==> config.mk <==
export PLATFORM = sky130hd
export DESIGN_NAME = rd_resp_collector
export DESIGN_NICKNAME = d
export VERILOG_FILES = /design/src/rtl/rd_resp_collector.sv
export SDC_FILE = /design/constraint.sdc
export NUM_CORES = 1
export LEC_CHECK = 0
export ABC_AREA = 0
export CAP_MARGIN = 20
export CORE_ASPECT_RATIO = 0.8
export CORE_MARGIN = 3
export CORE_UTILIZATION = 50
export DETAILED_ROUTE_END_ITERATION = 8
export PLACE_DENSITY = 0.84
export REMOVE_ABC_BUFFERS = 1
export SLEW_MARGIN = 10
export SYNTH_ARGS = -nofsm -noshare
export SYNTH_HDL_FRONTEND = slang
export SYNTH_SLANG_ARGS = --single-unit
==> constraint.sdc <==
create_clock -name clk -period 4.9 [get_ports clk]
set_input_delay 0.49 -clock clk [delete_from_list [all_inputs] [get_ports clk]]
set_output_delay 0.49 -clock clk [all_outputs]
set_load 0.05 [all_outputs]
==> src/rtl/rd_resp_collector.sv <==
// Read-response collector: FWFT buffer of {seq, data} beats with beat/drop counters,
// rotate-XOR checksum and sticky overflow. Incoming beats have no backpressure.
module rd_resp_collector #(
    parameter int DEPTH  = 4,
    parameter int DATA_W = 32,
    parameter int SEQ_W  = 8,
    parameter int CNT_W  = 16
) (
    input  logic              clk,
    input  logic              reset,
    input  logic              rd_valid_i,
    input  logic [DATA_W-1:0] rd_data_i,
    input  logic              clear_i,
    output logic              out_valid_o,
    input  logic              out_ready_i,
    output logic [DATA_W-1:0] out_data_o,
    output logic [SEQ_W-1:0]  out_seq_o,
    output logic [CNT_W-1:0]  beat_cnt_o,
    output logic [CNT_W-1:0]  drop_cnt_o,
    output logic [DATA_W-1:0] checksum_o,
    output logic              overflow_o
);
    localparam int PTR_W = $clog2(DEPTH);
    localparam logic [PTR_W:0] FULL_CNT = (PTR_W+1)'(DEPTH);

    typedef struct packed {
        logic [SEQ_W-1:0]  seq;
        logic [DATA_W-1:0] data;
    } entry_t;

    entry_t           mem [DEPTH];
    logic [PTR_W-1:0] rd_ptr, wr_ptr;
    logic [PTR_W:0]   count;
    logic [SEQ_W-1:0] seq_nxt;
    logic             full, empty, pop, push, drop;

    assign full  = (count == FULL_CNT);
    assign empty = (count == '0);
    assign out_valid_o = ~empty;
    // A flush cycle neither consumes nor accepts anything.
    assign pop   = out_valid_o & out_ready_i & ~clear_i;
    assign push  = rd_valid_i & ~clear_i & (~full | pop);
    assign drop  = rd_valid_i & ~clear_i & full & ~pop;

    always_comb begin
        out_data_o = '0;
        out_seq_o  = '0;
        if (out_valid_o) begin
            out_data_o = mem[rd_ptr].data;
            out_seq_o  = mem[rd_ptr].seq;
        end
    end

    // Storage needs no reset: the head is masked whenever the buffer is empty.
    always_ff @(posedge clk) begin
        if (push)
            mem[wr_ptr] <= '{seq: seq_nxt, data: rd_data_i};
    end

    always_ff @(posedge clk) begin
        if (reset || clear_i) begin
            rd_ptr     <= '0;
            wr_ptr     <= '0;
            count      <= '0;
            seq_nxt    <= '0;
            beat_cnt_o <= '0;
            drop_cnt_o <= '0;
            checksum_o <= '0;
            overflow_o <= 1'b0;
        end else begin
            if (pop)
                rd_ptr <= rd_ptr + 1'b1;
            if (push) begin
                wr_ptr     <= wr_ptr + 1'b1;
                seq_nxt    <= seq_nxt + 1'b1;
                checksum_o <= {checksum_o[DATA_W-2:0], checksum_o[DATA_W-1]} ^ rd_data_i;
                if (beat_cnt_o != '1)
                    beat_cnt_o <= beat_cnt_o + 1'b1;
            end
            if (push && !pop)
                count <= count + 1'b1;
            else if (pop && !push)
                count <= count - 1'b1;
            if (drop) begin
                overflow_o <= 1'b1;
                if (drop_cnt_o != '1)
                    drop_cnt_o <= drop_cnt_o + 1'b1;
            end
        end
    end
endmodule

==> flow_summary.ini, run 1 <==
[outcome]
status = complete, no violations

[flow_run]
timing.max_cap.violations = 0

[critical_path]
r2r_start = count[0]$_SDFFE_PP0P_
end_kind = output port
arrival_time_of_data_at_the_critical_path_endpoint_ns = 2.94
worst_ep_required_time_ns = 4.41
crit_path_cell_trace = mux4_2 > and2_1 > clkdlybuf4s50_1
critPathSlowestCell = dfxtp_2
largest_fanout_of_any_net_on_the_critical_path = 40
kind_of_cell_adding_the_most_delay_to_the_critical_path = flip-flops
path_class = reg -> out
timing.critical_path.from_type = flop
critical_path.n_buffers_inverters = 1
cp_slowest_stage_delay_ns = 1.00

[placement]
post_dp_cell_area_sq_um = 11600
io_buffer_count = 142
hpwl_mm = 13.1
gp_weighted_congestion = 0.843

[synthesis]
synth_area_per_cell_sq_um = 14.1
synth_ff_type = edfxtp_1
yosysUniqueCellTypes = 43
synth_async_sr_flop_share_pct = 0
syn_inst = 704
sequential_fraction_of_the_synthesis_area_pct = 64.9
synth_seq_cells = 242
synth_area_sq_um = 9930
synth_warnings = 0
synth_edf_count = 160

[clock_network]
clk_latency_ns = 0.51
path_clk_slew_ns = 0.06
post-cts-setup-buffer-count = 0
cts_tree = built
cts.htree.levels = 1
cts_buffer_depth = 3
cts-resized-gates = 0
cts-hold-fix-buffers = 0
clkSinkCount = 242
cts-buffers-inserted = 23
clock_tree.root_cell = clkbuf_16

[final_layout]
final_layout_size_suffix_gt1_share_pct = 10.9
layout_commonest_cell = edfxtp_1
fin_nets = 881
area.growth.synth_to_final_pct = 23.7
antennaDiodeCount = 0
final_cell_area_sq_um = 12300
mostFrequentLayoutCells = edfxtp_1 (160), clkdlybuf4s50_1 (142), dfxtp_1 (80), nor2_1 (48), and2_1 (42)

[timing]
finalSetupViolations = 0
slew_headroom_pct = 29.0
layout_worst_path_cycle_share_pct = 70.1
tightestPinTransition_ns = 1.07
final_hold_viol_count = 0
timing.fmax_ghz = 0.291
timing.setup.tns_ns = 0
finalCriticalPeriod_ns = 3.43
rsz0062_at_grt = no
maxSlewViolCount = 0
worst_hold_slack_ns = 0.465
skew_ns = 0.0103

[drt]
dr_total_vias = 6276
drt-total-wl_mm = 21.4
viasPerCell = 5.65
ant_nets = 0
drcViolationCount = 0
wl_per_cell_um = 19.3
detailedRoute.firstIterationViolations = 518
drtPass1Iterations = 5

[power]
power.switching_uw = 1010
share_clk_of_total_power_pct = 38.8
cell_internal_pwr_uw = 3260
vdd_ir_max_mv = 0.208
pwr-share-comb_pct = 9.2
cellLeakagePower_uw = 0.00385
power_switching_share_pct = 23.7
sequentialPowerShare_pct = 52.0
power_density_nw_per_um2 = 348

[die]
fp.dieW_um = 164
io-pin-count = 143
initial_core_util_pct = 51.6
rows = 45
die_area_sq_um = 21600
fp.dieH_um = 132
placeableCoreArea_sq_um = 19300

[global_routing]
overflow_left_after_global_routing = 0
grt_first_pass_wirelength_mm = 34.0
grt_antenna_before_repair = 0
gr-max-usage-layer = met2
met2_usage_pct = 31.1
grt_util_all_layers_pct = 19.6
groute.layer.met3.usage_pct = 3.08
grt_start_max_net_pins = 71
grt.met1_usage_pct = 28.7
first_global_vias = 6159

[worst_hold_path]
min-delay-path-class = reg -> reg
hp-start = overflow_o$_SDFFE_PP0P_
[power by group through the flow]
stage                     clock (uW)  sequential, uW  combinational, uW
after floorplan                    0            2300                205
after global placement             0            2270                388
after detailed placement           0            2270                393
after CTS                       1690            2220                397
after global routing            1760            2230                419
final                           1660            2220                395
[sequential cells by signal, indices dropped and copies added (netlist names), 2 cells and up, named ones only]
register and flops:
beat_cnt_o 16, checksum_o 32, count 3, drop_cnt_o 16, mem 160, rd_ptr 2
seq_nxt 8, wr_ptr 2
[synth_stat cells (11+ instances only)]
master	number	area share, %
mux2i_1	16	1.6
edfxtp_1	160	48
dfxtp_1	82	17
xnor2_1	37	3.3
nand3_1	23	1.2
a21oi_1	23	1.2
mux4_2	40	9.1
or4_1	11	0.83
nand2_1	33	1.2
clkbuf_1	32	1.2
a211oi_1	37	2.8
nor2_1	49	1.9
or3_1	16	1.0
and2_1	42	2.6
[layout make-up]
| class | count | area [sq um] |
|---|---|---|
| Multi-Input combinational cell | 414 | 3320 |
| Tap cell | 258 | 323 |
| Timing Repair Buffer | 148 | 1470 |
| Clock buffer | 31 | 636 |
| Inverter | 6 | 22.5 |
| Fill cell | 1395 | 6970 |
| Clock inverter | 11 | 67.6 |
| Sequential cell | 242 | 6450 |
[metal layers]
layer	share of wire, %	vias up
met5	0	-
met2	48	204
met1	44	3092
met3	5.9	36
li1	-	2944
met4	1.9	0
[worst reg2reg max path, stage by stage (launching register included)]
cell and delay [ns]:
dfxtp_1 0.37, or3_1 0.36, buf_4 0.28, nand3b_1 0.19, ha_1 0.20, inv_1 0.06, fa_1 0.37, xor2_1 0.16
or3_1 0.31, a21oi_1 0.14
[worst paths after layout]
kind                                   to  cells past startpoint  slack, ns
setup reg to reg    count[2]$_SDFFE_PP0P_                      9       2.39
setup / recovery             out_seq_o[5]                      3       1.47
hold reg to reg   overflow_o$_SDFFE_PP0P_                      1       0.46
hold / removal    overflow_o$_SDFFE_PP0P_                      1       0.46
[through the flow]
| step | util [%] | setup WS, ns | power, uW | cells |
|---|---|---|---|---|
| global placement | 60.2 | 1.54 | 2650 | 1068 |
| CTS | 63.8 | 1.38 | 4310 | 1110 |
| global route | 63.8 | 1.32 | 4400 | 1110 |
| detailed placement | 60.2 | 1.41 | 2660 | 1068 |
| floorplan | - | 0.364 | 2500 | 662 |
| finish | 63.8 | 1.47 | 4280 | 1110 |
[cell families after synthesis]
group           count (synthesis)  share of synthesized area, %
flops                         242                          64.9
fa+ha+maj                       9                          1.21
xor+xnor                       42                          3.70
buf+inv                        48                          1.85
mux                            56                          10.7
simple gates                  222                          12.1
compound gates                 85                          5.62
No activity file was read; power rests on OpenSTA's default activity.
==> inputs of run 2 (changes only) <==
==> constraint.sdc (replaced) <==
create_clock -name clk -period 3.2 [get_ports clk]
set_input_delay 0.32 -clock clk [delete_from_list [all_inputs] [get_ports clk]]
set_output_delay 0.32 -clock clk [all_outputs]
set_load 0.05 [all_outputs]
==> run 2 against run 1 <==
Effect of this change:
- via count is 1.2% higher
- setup slack worse by 0.97 ns
- sequential share of layout area is 0.46 points lower
- largest power group unchanged
- combinational power is 55% higher
- non-clock buffer count is 7 higher
- die area stayed put
- first-iteration DRC count is 5.4% lower
- global-route usage is 0.59 points higher
- count of clock-buffer cells in the layout is 5 lower
==> flow_summary.ini, run 2 (synthesis gave the netlist of run 1 again) <==
[clock_network]
cts-hold-fix-buffers = 0
cts-resized-gates = 0
post-cts-setup-buffer-count = 0
clock_tree.root_cell = clkbuf_16
cts_buffer_depth = 3
path_clk_slew_ns = 0.07
clk_latency_ns = 0.51
cts.htree.levels = 1
cts_tree = built
clkSinkCount = 242
cts-buffers-inserted = 24

[placement]
gp_weighted_congestion = 0.852
io_buffer_count = 142
post_dp_cell_area_sq_um = 11600
hpwl_mm = 13.6

[global_routing]
grt_util_all_layers_pct = 20.2
overflow_left_after_global_routing = 0
grt_first_pass_wirelength_mm = 34.9
grt_start_max_net_pins = 71
first_global_vias = 6272
grt_antenna_before_repair = 0

[die]
io-pin-count = 143
fp.dieW_um = 164
die_area_sq_um = 21600
rows = 45
initial_core_util_pct = 51.6
placeableCoreArea_sq_um = 19300
fp.dieH_um = 132

[final_layout]
mostFrequentLayoutCells = edfxtp_1 (160), clkdlybuf4s50_1 (102), dfxtp_1 (80), buf_4 (50), nor2_1 (48)
layout_commonest_cell = edfxtp_1
area.growth.synth_to_final_pct = 24.8
antennaDiodeCount = 0
final.fill_count = 1366
largest_registers_in_the_final_layout = mem (160), checksum_o (32)
fin_nets = 889
largest_register_by_flop_count = mem
final_cell_area_sq_um = 12400
final_layout_size_suffix_gt1_share_pct = 17.0
ff_latch_area_sq_um = 6450
multi_input_comb_area_sq_um = 3320
largest_register_ffs = 160

[timing]
layout_worst_path_cycle_share_pct = 84.4
finalSetupViolations = 0
rsz0062_at_grt = no
maxSlewViolCount = 0
final_hold_viol_count = 0
worst_hold_slack_ns = 0.464
tightestPinTransition_ns = 1.09
timing.fmax_ghz = 0.370
finalCriticalPeriod_ns = 2.70
skew_ns = 0.0183
slew_headroom_pct = 27.4

[drt]
viasPerCell = 5.68
detailedRoute.firstIterationViolations = 490
drtPass1Iterations = 5
ant_nets = 0
dr_total_vias = 6354
drcViolationCount = 0
drt-total-wl_mm = 22.1
wl_per_cell_um = 19.7

[flow_run]
timing.max_cap.violations = 0

[power]
pwr-share-comb_pct = 8.9
cellLeakagePower_uw = 0.00404
power_density_nw_per_um2 = 556
cell_internal_pwr_uw = 5290
share_clk_of_total_power_pct = 41.8
power_switching_share_pct = 23.3
power.switching_uw = 1610
vdd_ir_max_mv = 0.338
sequentialPowerShare_pct = 49.3

[critical_path]
path_class = reg -> out
path_common_cell = buf_4
arrival_time_of_data_at_the_critical_path_endpoint_ns = 2.38
timing.critical_path.from_type = flop
end_kind = output port
crit_path_cell_trace = or3_1 > buf_4 > and2_1 > buf_4
cp_slowest_stage_delay_ns = 0.46
critPathSlowestCell = buf_4
worst_ep_required_time_ns = 2.88
largest_fanout_of_any_net_on_the_critical_path = 37

[outcome]
status = complete, no violations

[worst_hold_path]
min-delay-path-class = reg -> reg
-- run 2: cell count changes in the layout (fill, tap and decap cells not counted), moves of 2 or more --
cell / change
clkbuf_1: -5
buf_4: +44
buf_12: +3
clkbuf_8: -2
clkinvlp_4: -2
clkdlybuf4s50_1: -40
clkbuf_16: +2
clkinv_4: +2
bufinv_16: +3
clkinv_2: +3
-- run 2: power by group through the flow --
stage          logic [uW]  clock network, uW  registers [uW]
2_1_floorplan         314                  0            3520
3_3_place_gp          595                  0            3470
3_5_place_dp          604                  0            3470
4_1_cts               611               2920            3400
5_1_grt               647               3030            3400
6_report              611               2880            3400
-- run 2: metrics by stage --
step	setup WS (ns)	setup TNS (ns)	util [%]	power (uW)	instances
after floorplan	-1.17	-5.47	-	3830	662
after global placement	0.508	0	60.0	4060	1074
after detailed placement	0.363	0	60.0	4070	1074
after CTS	0.499	0	64.3	6930	1118
after global routing	0.429	0	64.4	7080	1119
final	0.498	0	64.4	6900	1119
-- run 2: cell type report --
cell class	count	share of cell area (%)
clock inverter	18	1.46
clock buffer	26	5.16
multi-input combinational	414	26.8
tap	258	2.60
timing repair buffer	155	11.7
sequential	242	52.0
inverter	6	0.182
-- run 2: worst paths after layout --
kind	startpoint	end	slack (ns)	cells after the start
worst max-delay path	count[0]$_SDFFE_PP0P_	out_seq_o[4]	0.50	4
worst min-delay path	overflow_o$_SDFFE_PP0P_	overflow_o$_SDFFE_PP0P_	0.46	1
worst max register to register	count[0]$_SDFFE_PP0P_	count[2]$_SDFFE_PP0P_	0.72	8
worst min register to register	overflow_o$_SDFFE_PP0P_	overflow_o$_SDFFE_PP0P_	0.46	1
-- run 2: critical path: cells and delay by family, from the launching register on --
family / cells / cell delay, ns
AND/OR/NAND/NOR: 2 / 0.72
buffers and inverters: 2 / 0.68
flip-flops: 1 / 0.45
-- run 2: metal layers --
layer	routed length [um]	up-vias	global-route usage [%]	share of wire, %
met3	1170	39	3.23	5.3
met4	545	0	5.26	2.5
met5	0	-	0	0
met1	9750	3152	28.8	44
li1	-	2961	-	-
met2	10600	202	32.8	48
==> inputs of run 3 (changes only) <==
--- a/config.mk
+++ b/config.mk
@@ -9,9 +9,9 @@
 export CAP_MARGIN = 20
 export CORE_ASPECT_RATIO = 0.8
 export CORE_MARGIN = 3
-export CORE_UTILIZATION = 50
+export CORE_UTILIZATION = 49
 export DETAILED_ROUTE_END_ITERATION = 8
-export PLACE_DENSITY = 0.84
+export PLACE_DENSITY = 0.86
 export REMOVE_ABC_BUFFERS = 1
 export SLEW_MARGIN = 10
 export SYNTH_ARGS = -nofsm -noshare
==> constraint.sdc (replaced) <==
create_clock -name clk -period 2.45 [get_ports clk]
set_input_delay 0.245 -clock clk [delete_from_list [all_inputs] [get_ports clk]]
set_output_delay 0.245 -clock clk [all_outputs]
set_load 0.05 [all_outputs]
==> run 3 against run 2 <==
Effect of this change:
- wire length decreased by 0.19%
- die area increased by 2.0%
- clock power increased by 22%
- global-route usage decreased by 0.19 points
- combinational power increased by 55%
- core utilization increased by 2.8 points
- critical path type unchanged
- critical endpoint unchanged
- largest power group unchanged
==> flow_summary.ini, run 3 (synthesis gave the netlist of run 1 again) <==
[outcome]
status = complete, no violations

[die]
placeableCoreArea_sq_um = 19400
rows = 45
die_area_sq_um = 22000
fp.dieH_um = 133
fp.dieW_um = 165
io-pin-count = 143
initial_core_util_pct = 51.1

[timing]
timing.fmax_ghz = 0.437
layout_worst_path_cycle_share_pct = 93.3
maxSlewViolCount = 0
final_hold_viol_count = 0
skew_ns = 0.0113
rsz0062_at_grt = no
finalSetupViolations = 0
finalCriticalPeriod_ns = 2.29
timing.setup.tns_ns = 0
slew_headroom_pct = 59.1
tightestPinTransition_ns = 0.607

[drt]
detailedRoute.firstIterationViolations = 462
dr_total_vias = 6546
wl_per_cell_um = 19.3
ant_nets = 0
viasPerCell = 5.74
drt-total-wl_mm = 22.1
drcViolationCount = 0
drtPass1Iterations = 5

[power]
share_clk_of_total_power_pct = 39.5
vdd_ir_max_mv = 0.450
cellLeakagePower_uw = 0.00424
power.switching_uw = 2060
power_density_nw_per_um2 = 683
pwr-share-comb_pct = 10.6
cell_internal_pwr_uw = 6850
power_switching_share_pct = 23.1
sequentialPowerShare_pct = 49.9

[clock_network]
clkSinkCount = 242
cts-resized-gates = 0
cts-buffers-inserted = 25
cts_buffer_depth = 3
clock_tree.root_cell = clkbuf_16
cts-hold-fix-buffers = 0
cts_tree = built
path_clk_slew_ns = 0.06
clk_latency_ns = 0.50
cts.htree.levels = 1

[final_layout]
mostFrequentLayoutCells = edfxtp_1 (160), clkdlybuf4s50_1 (101), dfxtp_1 (80), nor2_1 (48), buf_12 (47)
final_core_utilization_pct = 67.2
largest_registers_in_the_final_layout = mem (160), checksum_o (32)
largest_register_by_flop_count = mem
largest_register_ffs = 160
final_layout_size_suffix_gt1_share_pct = 18.8
fin_nets = 911
layout_commonest_cell = edfxtp_1
area.growth.synth_to_final_pct = 31.3
antennaDiodeCount = 0
final.fill_count = 1344

[placement]
io_buffer_count = 142
gp_weighted_congestion = 0.843
hpwl_mm = 14.4

[global_routing]
overflow_left_after_global_routing = 0
grt_first_pass_wirelength_mm = 34.9
grt_antenna_before_repair = 0
grt_start_max_net_pins = 48
grt_util_all_layers_pct = 20.0
first_global_vias = 6534

[critical_path]
worst_ep_required_time_ns = 2.20
path_class = reg -> out
arrival_time_of_data_at_the_critical_path_endpoint_ns = 2.04
largest_fanout_of_any_net_on_the_critical_path = 17
timing.critical_path.from_type = flop
end_kind = output port

[worst_hold_path]
min-delay-path-class = in -> reg

[flow_run]
timing.max_cap.violations = 0
[run 3: through the flow]
stage / total power [uW] / hold slack, ns / setup WS (ns) / instance area [sq um] / std cells
CTS: 8990 / 0.406 / 0.0355 / 13000 / 1136
detailed placement: 5480 / 0.458 / 0.0266 / 12200 / 1091
global placement: 5460 / 0.450 / 0.0971 / 12200 / 1091
global route: 9180 / 0.421 / 0.0837 / 13000 / 1141
finish: 8910 / 0.429 / 0.164 / 13000 / 1141
floorplan: 5000 / 0.344 / -1.89 / 9770 / 662
[run 3: final timing paths]
check                          start                          to  slack, ns  depth (start not counted)
min                    rd_data_i[27]        mem[0][27]$_DFFE_PP_       0.43                          1
max                             flop                out_seq_o[4]       0.16                          4
min reg2reg  overflow_o$_SDFFE_PP0P_     overflow_o$_SDFFE_PP0P_       0.47                          1
max reg2reg    count[0]$_SDFFE_PP0P_  drop_cnt_o[9]$_SDFFE_PP0P_       0.22                          4
[run 3: worst max-delay path: stages, from the launching register on]
cell     delay [ns]
dfxtp_4        0.43
buf_12         0.21
mux4_2         0.51
and2_1         0.22
buf_12         0.16
[run 3: timing repair]
item	CTS	global route
hold endpoints to repair	0	0
setup endpoints to repair	0	2
setup buffers	0	5
[run 3: per-layer routing]
layer | vias to the layer above | global-route usage [%] | part of all wire [%]
met5 | - | 0 | 0
met2 | 230 | 32.5 | 48
met1 | 3255 | 28.1 | 43
met3 | 38 | 3.98 | 7.4
li1 | 3023 | - | -
met4 | 0 | 4.70 | 2.0
[run 3: cell type report]
type | instances | area (sq um) | area share [%]
Sequential cell | 242 | 6450 | 49.4
Multi-Input combinational cell | 414 | 3320 | 25.5
Timing Repair Buffer | 176 | 2160 | 16.6
Clock buffer | 30 | 664 | 5.09
Tap cell | 258 | 323 | 2.47
Clock inverter | 15 | 100 | 0.767
Inverter | 6 | 22.5 | 0.173
[run 3: power groups by stage]
stage / Sequential [uW] / Clock, uW / Combinational (uW)
finish: 4440 / 3520 / 946
detailed placement: 4530 / 0 / 949
global placement: 4530 / 0 / 933
floorplan: 4590 / 0 / 411
global route: 4450 / 3740 / 998
CTS: 4440 / 3600 / 954
